<file path="src/rtl/ctrl_pkg.sv">
`default_nettype none
// ctrl_pkg: shared state/class types and the fixed 16-bit ISA field layout.
// Revision: 1.0
package ctrl_pkg;

  localparam int ISA_W   = 16;
  localparam int REG_W   = 3;

  localparam int OPC_MSB = 15;
  localparam int OPC_LSB = 13;
  localparam int OP_MSB  = 12;
  localparam int OP_LSB  = 11;
  localparam int RN_MSB  = 10;
  localparam int RN_LSB  = 8;
  localparam int RD_MSB  = 7;
  localparam int RD_LSB  = 5;
  localparam int SH_MSB  = 4;
  localparam int SH_LSB  = 3;
  localparam int RM_MSB  = 2;
  localparam int RM_LSB  = 0;
  localparam int IMM_MSB = 7;

  localparam logic [2:0] OPC_MOV    = 3'b110;
  localparam logic [2:0] OPC_ALU    = 3'b101;
  localparam logic [1:0] OP_MOV_IMM = 2'b10;
  localparam logic [1:0] OP_MOV_REG = 2'b00;
  localparam logic [1:0] OP_CMP     = 2'b01;
  localparam logic [1:0] OP_MVN     = 2'b11;

  typedef enum logic [2:0] {
    WAIT, DECODE, WRITE_IMM, GET_A, GET_B, ALU, WRITE_RD, ERR
  } state_t;

  typedef enum logic [2:0] {
    CLS_ILLEGAL, CLS_MOV_IMM, CLS_MOV_REG, CLS_ALU_AB, CLS_MVN
  } iclass_t;

endpackage
`default_nettype wire

</file>
<file path="src/rtl/instr_decoder.sv">
`default_nettype none
// instr_decoder: combinational field extraction, sign-extended imm8 and instruction class.
// Revision: 1.0
module instr_decoder
  import ctrl_pkg::*;
(
  input  logic [ISA_W-1:0] ir_i,
  output logic [REG_W-1:0] rn_o,
  output logic [REG_W-1:0] rd_o,
  output logic [REG_W-1:0] rm_o,
  output logic [1:0]       op_o,
  output logic [1:0]       sh_o,
  output logic [ISA_W-1:0] sximm8_o,
  output iclass_t          cls_o,
  output logic             legal_o
);

  logic [2:0] opc;

  assign opc      = ir_i[OPC_MSB:OPC_LSB];
  assign op_o     = ir_i[OP_MSB:OP_LSB];
  assign rn_o     = ir_i[RN_MSB:RN_LSB];
  assign rd_o     = ir_i[RD_MSB:RD_LSB];
  assign sh_o     = ir_i[SH_MSB:SH_LSB];
  assign rm_o     = ir_i[RM_MSB:RM_LSB];
  assign sximm8_o = {{(ISA_W-IMM_MSB-1){ir_i[IMM_MSB]}}, ir_i[IMM_MSB:0]};

  // MVN shares the ALU opcode but skips the A-operand fetch, so it gets its own class
  always_comb begin
    cls_o = CLS_ILLEGAL;
    if (opc == OPC_MOV && op_o == OP_MOV_IMM)
      cls_o = CLS_MOV_IMM;
    else if (opc == OPC_MOV && op_o == OP_MOV_REG)
      cls_o = CLS_MOV_REG;
    else if (opc == OPC_ALU)
      cls_o = (op_o == OP_MVN) ? CLS_MVN : CLS_ALU_AB;
  end

  assign legal_o = (cls_o != CLS_ILLEGAL);

endmodule
`default_nettype wire

</file>
<file path="src/rtl/instr_controller.sv">
`default_nettype none
// instr_controller: Moore FSM sequencing the 16-bit datapath; optional CTRL_ERR_EN adds err/ERR trap.
// Revision: 1.0
module instr_controller
  import ctrl_pkg::*;
#(
  parameter int DW = ISA_W,
  parameter int RW = REG_W
) (
  input  logic          clk,
  input  logic          reset,
  input  logic          s,
  input  logic          load,
  input  logic [DW-1:0] in,
  output logic          w,
  output logic [RW-1:0] readnum,
  output logic [RW-1:0] writenum,
  output logic          write,
  output logic          loada,
  output logic          loadb,
  output logic          loadc,
  output logic          loads,
  output logic          vsel,
  output logic          asel,
  output logic          bsel,
  output logic [1:0]    ALUop,
  output logic [1:0]    shift,
`ifdef CTRL_ERR_EN
  output logic          err,
`endif
  output logic [DW-1:0] datapath_in
);

  state_t        state_q, state_d;
  logic [DW-1:0] ir_q;

  logic [RW-1:0] rn, rd, rm;
  logic [1:0]    op, sh;
  iclass_t       cls;
  logic          legal;

  logic          w_q, w_d;
  logic [RW-1:0] readnum_q, readnum_d, writenum_q, writenum_d;
  logic          write_q, write_d, loada_q, loada_d, loadb_q, loadb_d;
  logic          loadc_q, loadc_d, loads_q, loads_d;
  logic          vsel_q, vsel_d, asel_q, asel_d, bsel_q, bsel_d;
  logic [1:0]    aluop_q, aluop_d, shift_q, shift_d;
`ifdef CTRL_ERR_EN
  logic          err_q, err_d;
`endif

  instr_decoder u_dec (
    .ir_i     (ir_q),
    .rn_o     (rn),
    .rd_o     (rd),
    .rm_o     (rm),
    .op_o     (op),
    .sh_o     (sh),
    .sximm8_o (datapath_in),
    .cls_o    (cls),
    .legal_o  (legal)
  );

  always_comb begin
    state_d = state_q;
    case (state_q)
      WAIT:      if (s) state_d = DECODE;
      DECODE: begin
        if (!legal) begin
`ifdef CTRL_ERR_EN
          state_d = ERR;
`else
          state_d = WAIT;
`endif
        end else if (cls == CLS_MOV_IMM) state_d = WRITE_IMM;
        else if (cls == CLS_ALU_AB)      state_d = GET_A;
        else                             state_d = GET_B;
      end
      WRITE_IMM: state_d = WAIT;
      GET_A:     state_d = GET_B;
      GET_B:     state_d = ALU;
      ALU:       state_d = (cls == CLS_ALU_AB && op == OP_CMP) ? WAIT : WRITE_RD;
      WRITE_RD:  state_d = WAIT;
`ifdef CTRL_ERR_EN
      ERR:       state_d = ERR;
`endif
      default:   state_d = WAIT;
    endcase
  end

  // Outputs are decoded from the state being entered so they register alongside it
  always_comb begin
    w_d        = (state_d == WAIT);
    readnum_d  = '0;
    writenum_d = '0;
    write_d    = 1'b0;
    loada_d    = 1'b0;
    loadb_d    = 1'b0;
    loadc_d    = 1'b0;
    loads_d    = 1'b0;
    vsel_d     = 1'b0;
    asel_d     = 1'b0;
    bsel_d     = 1'b0;
    aluop_d    = 2'b00;
    shift_d    = 2'b00;
`ifdef CTRL_ERR_EN
    err_d      = (state_d == ERR);
`endif
    case (state_d)
      WRITE_IMM: begin
        writenum_d = rn;
        vsel_d     = 1'b1;
        write_d    = 1'b1;
      end
      GET_A: begin
        readnum_d = rn;
        loada_d   = 1'b1;
      end
      GET_B: begin
        readnum_d = rm;
        loadb_d   = 1'b1;
      end
      ALU: begin
        shift_d = sh;
        asel_d  = (cls == CLS_MOV_REG || cls == CLS_MVN);
        aluop_d = op;
        if (cls == CLS_ALU_AB && op == OP_CMP) loads_d = 1'b1;
        else                                   loadc_d = 1'b1;
      end
      WRITE_RD: begin
        writenum_d = rd;
        write_d    = 1'b1;
      end
      default: ;
    endcase
  end

  always_ff @(posedge clk or posedge reset) begin
    if (reset) begin
      state_q    <= WAIT;
      ir_q       <= '0;
      w_q        <= 1'b1;
      readnum_q  <= '0;
      writenum_q <= '0;
      write_q    <= 1'b0;
      loada_q    <= 1'b0;
      loadb_q    <= 1'b0;
      loadc_q    <= 1'b0;
      loads_q    <= 1'b0;
      vsel_q     <= 1'b0;
      asel_q     <= 1'b0;
      bsel_q     <= 1'b0;
      aluop_q    <= 2'b00;
      shift_q    <= 2'b00;
`ifdef CTRL_ERR_EN
      err_q      <= 1'b0;
`endif
    end else begin
      state_q    <= state_d;
      if (load && state_q == WAIT) ir_q <= in;
      w_q        <= w_d;
      readnum_q  <= readnum_d;
      writenum_q <= writenum_d;
      write_q    <= write_d;
      loada_q    <= loada_d;
      loadb_q    <= loadb_d;
      loadc_q    <= loadc_d;
      loads_q    <= loads_d;
      vsel_q     <= vsel_d;
      asel_q     <= asel_d;
      bsel_q     <= bsel_d;
      aluop_q    <= aluop_d;
      shift_q    <= shift_d;
`ifdef CTRL_ERR_EN
      err_q      <= err_d;
`endif
    end
  end

  assign w        = w_q;
  assign readnum  = readnum_q;
  assign writenum = writenum_q;
  assign write    = write_q;
  assign loada    = loada_q;
  assign loadb    = loadb_q;
  assign loadc    = loadc_q;
  assign loads    = loads_q;
  assign vsel     = vsel_q;
  assign asel     = asel_q;
  assign bsel     = bsel_q;
  assign ALUop    = aluop_q;
  assign shift    = shift_q;
`ifdef CTRL_ERR_EN
  assign err      = err_q;
`endif

endmodule
`default_nettype wire

</file>
<file path="config.mk">
export PLATFORM = sky130hd
export DESIGN_NAME = instr_controller
export DESIGN_NICKNAME = d
export VERILOG_FILES = /design/src/rtl/ctrl_pkg.sv /design/src/rtl/instr_decoder.sv /design/src/rtl/instr_controller.sv
export SDC_FILE = /design/constraint.sdc
export NUM_CORES = 1
export LEC_CHECK = 0
export ABC_CLOCK_PERIOD_IN_PS = 2300
export CELL_PAD_IN_SITES_DETAIL_PLACEMENT = 1
export CELL_PAD_IN_SITES_GLOBAL_PLACEMENT = 1
export CORE_MARGIN = 5
export CORE_UTILIZATION = 35
export DETAILED_ROUTE_END_ITERATION = 7
export DONT_BUFFER_PORTS = 1
export PLACE_DENSITY_LB_ADDON = 0.1
export SLEW_MARGIN = 20
export SYNTH_ARGS = -nofsm -noshare
export SYNTH_HDL_FRONTEND = slang
export SYNTH_HIERARCHICAL = 1
export SYNTH_SLANG_ARGS = --single-unit
</file>
<file path="constraint.sdc">
create_clock -name clk -period 2.3 [get_ports clk]
set_input_delay 0.46 -clock clk [delete_from_list [all_inputs] [get_ports clk]]
set_output_delay 0.46 -clock clk [all_outputs]
set_load 0.01 [all_outputs]
</file>
==> results.md, run 1 <==
* Count of fill cells added during filler insertion at 517
* Pwr dens at 1400 mW/mm^2
* Number of max-slew violations in the final report at 0
* Starting DRC count in detailed routing at 22
* Fraction of synthesized cell area taken by the top area cell type at 52.4%
* Hold Vio Cnt, Final at 0
* Status: finished clean
* Aggregate routed wire length at 3.11 mm
* Via density per instance at 4.75
* Worst setup EP type: flip-flop
* Maximum cell stage delay along the critical path at 0.45 ns
* Largest area contributor in the netlist: sky130_fd_sc_hd__dfrtp_1
* Clock latency reported for the late side of the worst-skew pair at 0.29 ns
* # nets final at 131
* Placed cell area at 0.00158 sq mm
* Initial core utilization at 36.2%
* Final HPWL DP at 2.23 mm
* Number of global-route vias before repair at 912
* Sink Count at 37
* Share of the cycle needed by the critical path after routing at 87.6%
* Final setup TNS at 0 ns
* Routed vias at 851
* Count of unresolved DRC violations after routing at 0
* Tightest Pin Transition at 0.859 ns
* Global placement routability congestion at 0.756
* Worst supply voltage drop on vdd at 0.000403 V
* Yosys Warn Count at 6
* Hold bufs inserted after CTS at 0
* Critical-path cell list: nor3b_2 -> a32o_1 -> nand2b_1 -> nor3_1 -> nor3b_1 -> or3_1
* Data required time at the worst endpoint at 2.47 ns
* Antenna violations before repair at 0
* WP buf/inv at 0
* Pin count of the biggest net entering global routing at 38
* Area overhead of the layout relative to synthesis at -2.69%
* TritonCTS clock tree: built
* Setup-failing EPs final at 0
* Share of the yosys chip area belonging to registers at 53.9%
* Number of antenna cells inserted at 0
* Overall fraction of global-route tracks in use at 10.4%
* X dimension of the die at 80.1 um
* Cell class contributing the biggest share of worst-path delay: simple AND/OR/NAND/NOR gates
* Antenna violation net count after detailed routing at 0
* Setup bufs post-CTS at 0
* Total CTS buffers at 5
* Number of top-level pins at 55
* Shortest period the worst path allows at 2.01 ns
* Post-synthesis register bit count at 37
* Most common cell after layout, fill and taps aside: sky130_fd_sc_hd__dfrtp_1
* Cell count after synthesis at 134
* Synthesized cell area at 0.00172 sq mm
* Resize count post-CTS at 0
* Clock transition at the registers of the reported paths at 0.07 ns
* Top cells by area in the synthesized netlist: sky130_fd_sc_hd__dfrtp_1, sky130_fd_sc_hd__buf_4, sky130_fd_sc_hd__mux2_2
* Post-DR wirelength/cell at 17.3 um
* Synthesized area divided by synthesized cell count at 12.8 sq um
* Design Area, Final at 0.00167 sq mm
* First-pass GRT wire length at 4.91 mm
* Netlist cell types at 36
* Worst Hold Class: primary input to asynchronous set/reset pin
* Internal reg-to-reg setup slack at 0.29 ns
* Setup repair after global routing missed its margin: false
* Remaining global-route overflow at 0
* Highest fanout seen on the critical path at 6
* Worst relative slew slack at 42.8%
* Critical path startpoint category: flip-flop
* WS Path Type: flip-flop to flip-flop
* Leak pwr at 0.749 nW
* Clk buf depth at 2
* Maximum achievable frequency at 497 MHz
* # H-tree levels at 2
* Commonest cells after routing, fill and taps aside: sky130_fd_sc_hd__dfrtp_1, sky130_fd_sc_hd__mux2_2, sky130_fd_sc_hd__clkbuf_8, sky130_fd_sc_hd__and3_1, sky130_fd_sc_hd__nand2_1
* Die Y-Extent at 80.1 um
* Full die area at 0.00641 sq mm
* Standard-cell row count at 25
* Setup Skew at 0.00531 ns
* Max-capacitance violation count at 0
* CP Data Arrival Time at 2.19 ns
* Buffer type at the clock tree root: sky130_fd_sc_hd__clkbuf_8
* Worst path slowest cell: sky130_fd_sc_hd__dfrtp_1
* PortBufs at 0
* Initial DRT Pass Iterations at 2
* Layout cells sized above 1 at 34.8%
* Core Footprint at 0.00475 sq mm
* Post-Syn Nets at 154
[kinds of logic (layout without fill, tap and decap cells)]
| group | Yosys count | in the layout | synth area share, % |
|---|---|---|---|
| AO/OA/AOI/OAI | 13 | 13 | 6.19 |
| XOR/XNOR | 1 | 1 | 0.510 |
| buffers and inverters | 34 | 12 | 14.7 |
| flip-flops | 37 | 37 | 53.9 |
| multiplexers | 16 | 16 | 10.5 |
| other | 1 | 1 | 0.218 |
| AND/OR/NAND/NOR | 32 | 32 | 14.0 |
[area by class of cell]
type | instances | area, sq um | share of cell area, %
repair buffers | 3 | 22.5 | 1.35
inverters | 1 | 3.75 | 0.224
clock inverters | 2 | 13.8 | 0.823
well taps | 67 | 83.8 | 5.01
multi-input cells | 63 | 539 | 32.2
flip-flops and latches | 37 | 927 | 55.4
clock buffers | 6 | 82.6 | 4.94
[Yosys cell counts (all sizes together)]
library cell  instances
and3                  5
xnor2                 1
or3                   1
and3b                 1
mux2                 16
nand2b                2
buf                  32
and2                  3
clkbuf                1
nor4                  1
conb                  1
nor2b                 2
and2b                 1
a21oi                 2
o21ai                 1
dfrtp                36
or2b                  1
and4bb                1
o21a                  1
nor3b                 3
nor4b                 1
nand2                 4
nor3                  2
a32o                  2
and4                  1
inv                   1
a22o                  6
nor2                  3
a211oi                1
dfstp                 1
[per-stage QoR]
stage          setup WS (ns)  hold slack (ns)  cells  utilization (%)  power [mW]
2_1_floorplan          0.543            0.482    134                -        2.07
3_3_place_gp           0.380            0.486    171             33.2        1.88
5_1_grt                0.159            0.210    179             35.2        2.50
3_5_place_dp           0.308            0.492    171             33.2        1.90
6_report               0.286            0.164    179             35.2        2.34
4_1_cts                0.294            0.178    179             35.2        2.38
[flip-flops by register name (all words and copies together) (netlist names)]
signal / cells
ALUop: 2
shift: 2
loadb: 1
loads: 1
writenum: 3
vsel: 1
state_q: 3
w: 1
write: 1
loada: 1
asel: 1
loadc: 1
ir_q: 16
readnum: 3
[final timing paths]
| kind | from | end | cells after the start |
|---|---|---|---|
| max | ir_q[11]$_DFFE_PP0P_ | state_q[2]$_DFF_PP0_ | 6 |
| min | reset | writenum[1]$_DFF_PP0_ | 2 |
| max reg2reg | ir_q[11]$_DFFE_PP0P_ | state_q[2]$_DFF_PP0_ | 6 |
| min reg2reg | ir_q[10]$_DFFE_PP0P_ | writenum[2]$_DFF_PP0_ | 1 |
| max in group asynchronous | reset | w$_DFF_PP1_ | 2 |
| min in group clk | in[7] | ir_q[7]$_DFFE_PP0P_ | 1 |
[metal layers]
layer  track usage (%)  part of all wire, %  vias to the layer above
met1              13.3                   47                      426
met4              4.05                  1.2                        0
met5                 0                    0                        -
met2              14.4                   43                       34
met3              5.94                  8.7                        6
li1                  -                    -                      385
[where the power goes]
group / leakage (nW) / total [mW] / internal (mW) / switching (mW)
Sequential: 0.470 / 1.26 / 0.899 / 0.361
Combinational: 0.227 / 0.608 / 0.342 / 0.267
Clock: 0.0512 / 0.469 / 0.243 / 0.227
Total: 0.749 / 2.34 / 1.48 / 0.855
Note: power is estimated with default switching activity, not from simulation.
==> run 2: changes to the inputs <==
--- a/config.mk
+++ b/config.mk
@@ -8,7 +8,7 @@
 export ABC_CLOCK_PERIOD_IN_PS = 2300
 export CELL_PAD_IN_SITES_DETAIL_PLACEMENT = 1
 export CELL_PAD_IN_SITES_GLOBAL_PLACEMENT = 1
-export CORE_MARGIN = 5
+export CORE_MARGIN = 2
 export CORE_UTILIZATION = 35
 export DETAILED_ROUTE_END_ITERATION = 7
 export DONT_BUFFER_PORTS = 1
==> run 2 against run 1 <==
  * Wire length is 6.5% lower
  * Clock skew hardly changed
  * Via count is 0.94% higher
  * Flip-flop and latch count stayed put
  * Sequential share of layout area is 0.25 points higher
  * Maximum frequency is 0.56% lower
  * Die area is 14% lower
  * Count of clock-buffer cells in the layout is 1 higher
==> results.md, run 2 (same netlist as run 1, synthesis figures left out) <==
* Setup-failing EPs final at 0
* Pin count of the biggest net entering global routing at 38
* Most common cell after layout, fill and taps aside: sky130_fd_sc_hd__dfrtp_1
* Count of fill cells added during filler insertion at 496
* # H-tree levels at 2
* Antenna violation net count after detailed routing at 0
* Status: finished clean
* Number of max-slew violations in the final report at 0
* CP startpoint: ir_q[11]$_DFFE_PP0P_
* Shortest period the worst path allows at 2.03 ns
* Overall fraction of global-route tracks in use at 12.3%
* WS Path Type: flip-flop to flip-flop
* Resize count post-CTS at 0
* Tightest Pin Transition at 0.865 ns
* Design Area, Final at 0.00167 sq mm
* # nets final at 132
* Maximum cell stage delay along the critical path at 0.44 ns
* Non-filler cells in the finished layout at 180
* Share of the cycle needed by the critical path after routing at 88.0%
* Placed cell area at 0.00158 sq mm
* Number of top-level pins at 55
* Post-layout power at 2.29 mW
* Worst supply voltage drop on vdd at 0.000642 V
* Leak pwr at 0.745 nW
* Count of placed standard cells including taps at 172
* Global placement routability congestion at 0.705
* Critical path startpoint category: flip-flop
* Number of global-route vias before repair at 983
* Switching Fraction at 36.3%
* X dimension of the die at 74.1 um
* Clock latency reported for the late side of the worst-skew pair at 0.28 ns
* Power share of the combinational group at 27.0%
* Routed vias at 859
* Data required time at the worst endpoint at 2.45 ns
* Final setup TNS at 0 ns
* Post-DR wirelength/cell at 16.1 um
* Pwr dens at 1380 mW/mm^2
* Pre-CTS setup slack at 0.220 ns
* Worst path slowest cell: sky130_fd_sc_hd__dfrtp_1
* Initial DRT Pass Iterations at 3
* Core Footprint at 0.00472 sq mm
* Maximum achievable frequency at 494 MHz
* Die Y-Extent at 74.1 um
* Final HPWL DP at 2.10 mm
* CP Data Arrival Time at 2.18 ns
* Setup Skew at 0.00491 ns
* Critical-path cell list: nor3b_2 -> a32o_1 -> nand2b_1 -> nor3_1 -> nor3b_1 -> or3_1
* Highest fanout seen on the critical path at 6
* Total CTS buffers at 5
* Sink Count at 37
* First-pass GRT wire length at 4.97 mm
* Max-capacitance violation count at 0
* Hold bufs inserted after CTS at 0
* Number of antenna cells inserted at 0
* Worst slack on hold paths at 0.171 ns
* Cell class contributing the biggest share of worst-path delay: simple AND/OR/NAND/NOR gates
* Worst Slack Setup Final at 0.275 ns
* Startpoint of the worst register-to-register path: ir_q[11]$_DFFE_PP0P_
* Full die area at 0.00549 sq mm
* Worst setup EP type: flip-flop
* Post-Route Utilization at 35.3%
* Share of total power in sequential cells at 54.6%
* Antenna violations before repair at 0
* Standard-cell row count at 25
* Hold Vio Cnt, Final at 0
* Starting DRC count in detailed routing at 14
* TritonCTS clock tree: built
* Worst relative slew slack at 42.3%
* Worst Hold Class: primary input to asynchronous set/reset pin
* Flip-flop count of the largest register after layout at 16
* Initial core utilization at 36.4%
* Clock transition at the registers of the reported paths at 0.07 ns
* Via density per instance at 4.77
* Layout cells sized above 1 at 33.6%
* PortBufs at 0
* Remaining global-route overflow at 0
* Aggregate routed wire length at 2.90 mm
* Count of unresolved DRC violations after routing at 0
* Area overhead of the layout relative to synthesis at -3.13%
* Clk buf depth at 2
* Setup bufs post-CTS at 0
* Pint at 1.46 mW
* Switching power at 0.831 mW
* Commonest cells after routing, fill and taps aside: sky130_fd_sc_hd__dfrtp_1, sky130_fd_sc_hd__mux2_2, sky130_fd_sc_hd__and3_1, sky130_fd_sc_hd__clkbuf_8
* Clock Power Share at 18.4%
* Buffer type at the clock tree root: sky130_fd_sc_hd__clkbuf_8
* WP buf/inv at 0
* Largest register by flop count: ir_q
* Setup repair after global routing missed its margin: false
## run 2: changes by cell type in the layout (fill, tap and decap cells not counted)
| cell | delta |
|---|---|
| sky130_fd_sc_hd__clkbuf_8 | -1 |
| sky130_fd_sc_hd__clkinv_4 | -1 |
| sky130_fd_sc_hd__clkbuf_1 | +2 |
| sky130_fd_sc_hd__buf_4 | +1 |
## run 2: cell type report
type                       count  area (sq um)  share of cell area, %
sequential                    37           927                   55.7
timing repair buffer           4          30.0                   1.80
clock buffer                   7          76.3                   4.58
clock inverter                 1          5.00                  0.301
inverter                       1          3.75                  0.225
multi-input combinational     63           539                   32.4
tap                           67          83.8                   5.03
## run 2: per-layer routing
layer | vias up | track usage [%] | share of wire (%)
li1 | 387 | - | -
met1 | 423 | 14.9 | 41
met2 | 41 | 18.8 | 48
met3 | 8 | 4.47 | 7.8
met4 | 0 | 7.27 | 2.5
met5 | - | 0 | 0
## run 2: worst paths after layout
path,to,slack [ns],depth (start not counted)
worst min register to register,writenum[2]$_DFF_PP0_,0.53,1
max in group asynchronous,w$_DFF_PP1_,1.79,2
worst max register to register,state_q[2]$_DFF_PP0_,0.27,6
worst max-delay path,state_q[2]$_DFF_PP0_,0.27,6
min in group clk,ir_q[8]$_DFFE_PP0P_,0.32,1
worst min-delay path,loads$_DFF_PP0_,0.17,2
## run 2: power groups by stage
stage / combinational [mW] / sequential [mW] / clock, mW
6_report: 0.620 / 1.25 / 0.421
5_1_grt: 0.703 / 1.31 / 0.476
4_1_cts: 0.636 / 1.26 / 0.444
3_5_place_dp: 0.632 / 1.28 / 0
3_3_place_gp: 0.613 / 1.27 / 0
2_1_floorplan: 0.973 / 1.10 / 0
